**config.mk**
```make
export PLATFORM = sky130hd
export DESIGN_NAME = io_port
export DESIGN_NICKNAME = d
export VERILOG_FILES = /design/src/rtl/io_port_pkg.sv /design/src/rtl/io_tx_fifo.sv /design/src/rtl/io_port.sv
export SDC_FILE = /design/constraint.sdc
export NUM_CORES = 1
export LEC_CHECK = 0
export CAP_MARGIN = 20
export CORE_ASPECT_RATIO = 0.5
export CORE_MARGIN = 10
export CORE_UTILIZATION = 40
export CTS_CLUSTER_DIAMETER = 100
export DETAILED_ROUTE_END_ITERATION = 10
export PLACE_DENSITY = 0.69
export RECOVER_POWER = 25
export SLEW_MARGIN = 25
export SYNTH_ARGS = -nofsm -noshare
export SYNTH_HDL_FRONTEND = slang
export SYNTH_SLANG_ARGS = --single-unit
```
**constraint.sdc**
```tcl
create_clock -name clk_in -period 3.6 [get_ports clk_in]
set_clock_uncertainty 0.15 [all_clocks]
set_input_delay 0.72 -clock clk_in [delete_from_list [all_inputs] [get_ports clk_in]]
set_output_delay 0.72 -clock clk_in [all_outputs]
set_load 0.02 [all_outputs]
```
**src/rtl/io_port_pkg.sv**
```systemverilog
// io_port_pkg
//   Shared constants for the memory-mapped I/O endpoint:
//   - bus decode value for mem_a[17:16]
//   - register offsets within the I/O window
//   - stop-sequence FSM state encodings
//   - bus request struct and a byte-select helper for the cycle snapshot
package io_port_pkg;

  // I/O window select on mem_a[17:16]
  localparam logic [1:0] IO_BASE_SEL   = 2'b11;

  // Offsets inside the window (mem_a[2:0])
  localparam logic [2:0] IO_OFF_DATA   = 3'd0;
  localparam logic [2:0] IO_OFF_STOP   = 3'd4;

  // Stop-sequence states
  localparam logic [1:0] IO_ST_RUN     = 2'd0;
  localparam logic [1:0] IO_ST_DRAIN   = 2'd1;
  localparam logic [1:0] IO_ST_STOPCHR = 2'd2;
  localparam logic [1:0] IO_ST_HALT    = 2'd3;

  // Decoded bus access for one cycle
  typedef struct packed {
    logic       vld;   // I/O window hit with CPU ready
    logic       wr;    // 1 = write
    logic [2:0] off;   // register offset
    logic [7:0] data;  // write byte
  } io_req_t;

  // Little-endian byte k of a 32-bit word
  function automatic logic [7:0] snap_byte(input logic [31:0] w, input logic [1:0] k);
    return w[{k, 3'b000} +: 8];
  endfunction

endpackage

```
**src/rtl/io_tx_fifo.sv**
```systemverilog
// io_tx_fifo
//   Circular byte FIFO feeding the UART transmitter.
//   Ports:
//     clk_in, rst_in  - clock, synchronous active-low reset (empties the FIFO)
//     push, push_data - enqueue request; ignored when full
//     pop             - dequeue request; ignored when empty
//     head            - oldest entry (meaningful only when !empty)
//     count           - current occupancy (DEPTH_LOG2+1 bits)
//     count_nxt       - occupancy after the current edge
//     full, empty     - occupancy flags from the registered count
module io_tx_fifo #(
  parameter int DEPTH_LOG2 = 4
) (
  input  logic                  clk_in,
  input  logic                  rst_in,
  input  logic                  push,
  input  logic [7:0]            push_data,
  input  logic                  pop,
  output logic [7:0]            head,
  output logic [DEPTH_LOG2:0]   count,
  output logic [DEPTH_LOG2:0]   count_nxt,
  output logic                  full,
  output logic                  empty
);

  localparam int                DEPTH     = 1 << DEPTH_LOG2;
  localparam logic [DEPTH_LOG2:0] DEPTH_CNT = (DEPTH_LOG2+1)'(DEPTH);

  logic [7:0]            mem [DEPTH];
  logic [DEPTH_LOG2-1:0] wr_ptr, rd_ptr;
  logic                  do_push, do_pop;

  assign full    = (count == DEPTH_CNT);
  assign empty   = (count == '0);
  // "Full" is judged on the registered count, so a push into a full FIFO is
  // dropped even if a pop happens on the same edge.
  assign do_push = push & ~full;
  assign do_pop  = pop  & ~empty;
  assign head    = mem[rd_ptr];

  always_comb begin
    count_nxt = count;
    case ({do_push, do_pop})
      2'b10:   count_nxt = count + 1'b1;
      2'b01:   count_nxt = count - 1'b1;
      default: count_nxt = count;
    endcase
  end

  // Storage needs no reset; only pointers and count define validity.
  always_ff @(posedge clk_in) begin
    if (do_push) mem[wr_ptr] <= push_data;
  end

  always_ff @(posedge clk_in) begin
    if (!rst_in) begin
      wr_ptr <= '0;
      rd_ptr <= '0;
      count  <= '0;
    end else begin
      if (do_push) wr_ptr <= wr_ptr + 1'b1;
      if (do_pop)  rd_ptr <= rd_ptr + 1'b1;
      count <= count_nxt;
    end
  end

endmodule

```
**src/rtl/io_port.sv**
```systemverilog
// io_port
//   Memory-mapped I/O endpoint on the RAM/IO side of the CPU bus.
//   Window: io_a[17:16]==2'b11, offset io_a[2:0].
//     wr 0 : push non-zero byte to TX FIFO (0x00 ignored, overflow sets tx_ovf)
//     wr 4 : request program stop (RUN -> DRAIN -> STOPCHR -> HALT)
//     rd 0 : pop one byte from UART RX (0x00 when RX empty)
//     rd 4 : snapshot cycle counter, return byte 0; rd 5..7 return bytes 1..3
//   Optional: IO_CYCLE_COUNTER_EN adds the 32-bit cycle counter and snapshot;
//   without it reads at offsets 4..7 return 0x00.
//   Ports:
//     clk_in, rst_in   - clock, synchronous active-low reset
//     rdy_in           - CPU ready; bus accesses ignored while low
//     io_a, io_wr, io_wdata, io_rdata - CPU bus (read data one cycle later)
//     io_buffer_full   - registered backpressure to the CPU
//     rx_empty, rx_data, rx_pop       - UART RX FIFO interface
//     tx_valid, tx_data, tx_ready     - UART TX handshake
//     prog_stop        - high once HALT is reached
//     tx_ovf           - sticky TX overflow flag
module io_port
  import io_port_pkg::*;
#(
  parameter int DEPTH_LOG2 = 4,
  parameter int FULL_SLACK = 2
) (
  input  logic        clk_in,
  input  logic        rst_in,
  input  logic        rdy_in,
  input  logic [17:0] io_a,
  input  logic        io_wr,
  input  logic [7:0]  io_wdata,
  output logic [7:0]  io_rdata,
  output logic        io_buffer_full,
  input  logic        rx_empty,
  input  logic [7:0]  rx_data,
  output logic        rx_pop,
  output logic        tx_valid,
  output logic [7:0]  tx_data,
  input  logic        tx_ready,
  output logic        prog_stop,
  output logic        tx_ovf
);

  localparam int                  DEPTH   = 1 << DEPTH_LOG2;
  // Threshold leaves FULL_SLACK entries for writes already in flight.
  localparam logic [DEPTH_LOG2:0] FULL_TH = (DEPTH_LOG2+1)'(DEPTH - FULL_SLACK);

  // ---------------------------------------------------------------------------
  // Decode
  // ---------------------------------------------------------------------------
  io_req_t req;
  logic    wr_data, wr_stop, rd_any, rd_data;

  assign req.vld  = (io_a[17:16] == IO_BASE_SEL) & rdy_in;
  assign req.wr   = io_wr;
  assign req.off  = io_a[2:0];
  assign req.data = io_wdata;

  assign wr_data = req.vld &  req.wr & (req.off == IO_OFF_DATA);
  assign wr_stop = req.vld &  req.wr & (req.off == IO_OFF_STOP);
  assign rd_any  = req.vld & ~req.wr;
  assign rd_data = rd_any  & (req.off == IO_OFF_DATA);

  // Only offset bits [2:0] participate in the decode.
  logic unused_addr;
  assign unused_addr = ^io_a[15:3];

  // ---------------------------------------------------------------------------
  // TX FIFO
  // ---------------------------------------------------------------------------
  logic [1:0]            state_q, state_d;
  logic                  drain_en;
  logic                  push_req, fifo_pop;
  logic [7:0]            f_head;
  logic [DEPTH_LOG2:0]   f_count, f_count_nxt;
  logic                  f_full, f_empty;

  // FIFO keeps draining in RUN and DRAIN, independent of rdy_in.
  assign drain_en = (state_q == IO_ST_RUN) | (state_q == IO_ST_DRAIN);
  // New bytes are accepted only in RUN; DRAIN drops them silently.
  assign push_req = wr_data & (req.data != 8'h00) & (state_q == IO_ST_RUN);
  assign fifo_pop = drain_en & ~f_empty & tx_ready;

  io_tx_fifo #(.DEPTH_LOG2(DEPTH_LOG2)) u_tx_fifo (
    .clk_in    (clk_in),
    .rst_in    (rst_in),
    .push      (push_req),
    .push_data (req.data),
    .pop       (fifo_pop),
    .head      (f_head),
    .count     (f_count),
    .count_nxt (f_count_nxt),
    .full      (f_full),
    .empty     (f_empty)
  );

  // ---------------------------------------------------------------------------
  // Stop-sequence FSM
  // ---------------------------------------------------------------------------
  always_comb begin
    state_d = state_q;
    case (state_q)
      IO_ST_RUN:     if (wr_stop)  state_d = IO_ST_DRAIN;
      IO_ST_DRAIN:   if (f_empty)  state_d = IO_ST_STOPCHR;
      IO_ST_STOPCHR: if (tx_ready) state_d = IO_ST_HALT;
      default:                     state_d = IO_ST_HALT;
    endcase
  end

  // TX output: FIFO head while draining, a single 0x00 terminator in STOPCHR,
  // silent in HALT. tx_data is forced to 0 when not valid.
  always_comb begin
    tx_valid = 1'b0;
    tx_data  = 8'h00;
    case (state_q)
      IO_ST_RUN, IO_ST_DRAIN: begin
        tx_valid = ~f_empty;
        tx_data  = f_empty ? 8'h00 : f_head;
      end
      IO_ST_STOPCHR: begin
        tx_valid = 1'b1;
        tx_data  = 8'h00;
      end
      default: ;
    endcase
  end

  assign prog_stop = (state_q == IO_ST_HALT);

  always_ff @(posedge clk_in) begin
    if (!rst_in) begin
      state_q        <= IO_ST_RUN;
      io_buffer_full <= 1'b0;
      tx_ovf         <= 1'b0;
    end else begin
      state_q        <= state_d;
      // Registered from next-state values so it reflects the count after this edge.
      io_buffer_full <= (f_count_nxt >= FULL_TH) | (state_d != IO_ST_RUN);
      if (push_req & f_full) tx_ovf <= 1'b1;
    end
  end

  // ---------------------------------------------------------------------------
  // Cycle counter (optional)
  // ---------------------------------------------------------------------------
`ifdef IO_CYCLE_COUNTER_EN
  logic [31:0] cyc_cnt, cyc_snap;

  // Free-running; counts even while the CPU is stalled.
  always_ff @(posedge clk_in) begin
    if (!rst_in) cyc_cnt <= '0;
    else         cyc_cnt <= cyc_cnt + 32'd1;
  end
`endif

  // ---------------------------------------------------------------------------
  // Read path: one-cycle latency, io_rdata holds until the next read.
  // rx_pop is registered on the sampling edge, so the UART pops the byte that
  // was captured into io_rdata on the following edge.
  // ---------------------------------------------------------------------------
  always_ff @(posedge clk_in) begin
    if (!rst_in) begin
      io_rdata <= 8'h00;
      rx_pop   <= 1'b0;
`ifdef IO_CYCLE_COUNTER_EN
      cyc_snap <= '0;
`endif
    end else begin
      rx_pop <= rd_data & ~rx_empty;
      if (rd_any) begin
        io_rdata <= 8'h00;
        if (rd_data && !rx_empty) io_rdata <= rx_data;
`ifdef IO_CYCLE_COUNTER_EN
        // Offset 4 takes a fresh snapshot; 5..7 read the held one so a
        // multi-byte read sees a coherent 32-bit value.
        if (req.off == IO_OFF_STOP) begin
          cyc_snap <= cyc_cnt;
          io_rdata <= cyc_cnt[7:0];
        end else if (req.off[2]) begin
          io_rdata <= snap_byte(cyc_snap, req.off[1:0]);
        end
`endif
      end
    end
  end

endmodule
```
==> impl_metrics.yaml <==
drt:
  antenna_left: 0
  vias_per_cell: 5.212
  drt_iter0_drc: 414
  drt_pass1_iterations: 5
  vias: 3523
  wl_per_cell_um: 19.61
  totalWireLength_mm: 13.26
  drc: 0
yosys:
  ys.flop_type: "edfxtp_1"
  async_flop_share: 0
  synthAdderAreaFrac: 0.01564
  synthMuxAreaShare: 0.1329
  synth_cells: 373
  synth_area_um2: 6401
  yosys_warnings: 0
  synth_top_area_share: 0.6005
  synthXorXnorAreaFrac: 0.01231
  synth_fp_nets: 421
  synth.avg_cell_area_um2: 17.16
  synth_compound_gate_area_share: 0.05238
  synth_seq_cells: 158
  synth_largest_area_cell: "edfxtp_1"
  synth_area_leaders: "edfxtp_1 (60%), mux4_2 (11%), dfxtp_1 (9.4%)"
  synth-seq-area-share: 0.6943
  yosys.area_share.simple: 0.06704
  synth-edff-count: 128
  ys_types: 45
  synth_top_family_by_area: "multiplexers"
final_layout:
  fin_area_um2: 7956
  syn_to_final_growth_pct: 24.30
  final_cell_mix: "edfxtp_1 (128), clkdlybuf4s50_1 (40), buf_4 (34)"
  drive_gt1_frac: 0.2373
  final_nets: 507
  antenna_cells: 0
  final-instance-count-excl-fill: 676
  final_common_cell: "edfxtp_1"
placed_design:
  placed_area_um2: 7391
  io_buffers: 47
  place.gp.congestion: 0.7407
  dp.cells: 644
  post-dp-hpwl_mm: 8.917
critical_path:
  path_class: "flop to primary output"
  cp-end-kind: "primary output"
  start_kind: "flop"
  cp_max_fo: 13
  required_ns: 2.73
  critPathArrivalTime_ns: 2.64
die:
  ios: 61
  die_height_um: 109.5
  coreArea_um2: 15530
  num_rows: 32
  dieWidth_um: 198.9
  dieArea_um2: 21770
  start_util: 0.4120
flow_run:
  cap_violations: 0
grt:
  grt_pass1_wl_mm: 20.49
  antenna_found_initial: 0
  grtUsageTotal: 0.1266
  grt_max_degree: 33
  gr-total-overflow: 0
  grt_pass1_vias: 3677
cts:
  cts_buffers: 17
  clk_pin_slew_ns: 0.06
  post-cts-setup-buffers: 0
  ctsHoldBuffers: 0
  cts_tree: "built"
  clk_latency_ns: 0.42
  h-tree-depth: 4
  cts_resized: 0
  cts_max_path_buffers: 2
  cts.sinks: 158
  cts_root_buffer: "clkbuf_16"
sta:
  fin_crit_sh: 0.9761
  worstMarginPinSlew_ns: 0.6142
  setup_viol: 0
  fmax_ghz: 0.2846
  period_minus_slack_ns: 3.514
  slew_headroom: 0.5900
  finalHoldViolations: 0
  hold_slack_ns: 0.3321
  rsz0062_at_grt: "no"
  drv_slew: 0
power_and_ir_drop:
  power_per_cell_area_nw_per_um2: 482.1
  peakVddDrop_mv: 0.3228
  leakage_nw: 2.658
  p_total_w: 0.003836
outcome:
  status: "finished, final reports clean"
hold_path:
  hp-class: "flop to flop"
[worst max-delay path, stage by stage, from the launching register on]
cell	delay (ns)
dfxtp_2	0.36
buf_4	0.29
mux4_2	0.54
mux2i_1	0.29
a211oi_1	0.15
clkdlybuf4s50_1	0.59
[state kept, by name (all words and copies together), names as in the netlist, named ones only]
name	cells
u_tx_fifo.mem	128
tx_ovf	1
u_tx_fifo.rd_ptr	4
io_rdata	8
state_q	2
u_tx_fifo.wr_ptr	4
rx_pop	1
u_tx_fifo.count	5
io_buffer_full	1
[power breakdown]
part	internal [W]	total [W]	switching (W)
logic	0.0000443	0.0000924	0.0000481
clock network	0.00104	0.00177	0.000734
registers	0.00197	0.00197	0.00000136
[cells in the mapped netlist (2+ instances only)]
cell      instances
a22o_1            8
and2_1            2
mux2i_1          13
xnor2_1           4
nor4_1           15
o21ai_0           5
nor2b_1           9
nor3_1            2
nand3_1           2
nand2b_1          2
clkbuf_1         11
buf_6             3
ha_1              8
a211oi_1         16
mux4_2           32
a21oi_1           5
inv_1            11
a31oi_1           2
or3_1             2
buf_4             3
buf_2             4
nor2_1           23
dfxtp_1          30
edfxtp_1        128
nand2_1           8
xor2_1            5
and3_1            2
[through the flow]
stage,TNS (ns),setup slack [ns],utilization
floorplan,0,0.3116,-
global placement,-0.2627,-0.1422,0.4758
detailed placement,-0.3531,-0.1984,0.4758
CTS,0,0.005069,0.5134
global route,0,0.003798,0.5122
finish,0,0.08600,0.5122
[path summary, 6_finish.rpt]
check                                              startpoint                        end  slack (ns)  cells after the start
worst max-delay path                                     flop                 tx_data[1]        0.09                      5
worst min-delay path                 io_rdata[2]$_SDFFE_PN0P_   io_rdata[2]$_SDFFE_PN0P_        0.33                      1
worst max register to register  u_tx_fifo.count[2]$_SDFF_PN0_  io_buffer_full$_SDFF_PN0_        0.52                     10
worst min register to register       io_rdata[2]$_SDFFE_PN0P_   io_rdata[2]$_SDFFE_PN0P_        0.33                      1
[kinds of logic after synthesis]
logic type      after synthesis
fa+ha+maj                     8
compound gates               45
xor+xnor                      9
mux                          45
buf+inv                      33
flops                       158
simple gates                 75
[final cells by class]
type,count,area [µm²]
clock buffer,18,429.2
tap,204,255.2
inverter,11,41.29
fill,1246,7579
clock inverter,14,155.1
timing repair buffer,89,803.3
multi-input combinational,182,1826
sequential,158,4447
[metal layers]
layer | share of wire | routed length, µm | vias to the layer above | track usage
met5 | 0 | 0 | - | 0
met4 | 0.015 | 205 | 0 | 0.04759
met3 | 0.078 | 1030 | 19 | 0.04697
met2 | 0.46 | 6046 | 119 | 0.1942
met1 | 0.45 | 5974 | 1724 | 0.1622
li1 | - | - | 1661 | -
Note: power is estimated with default switching activity, not from simulation.
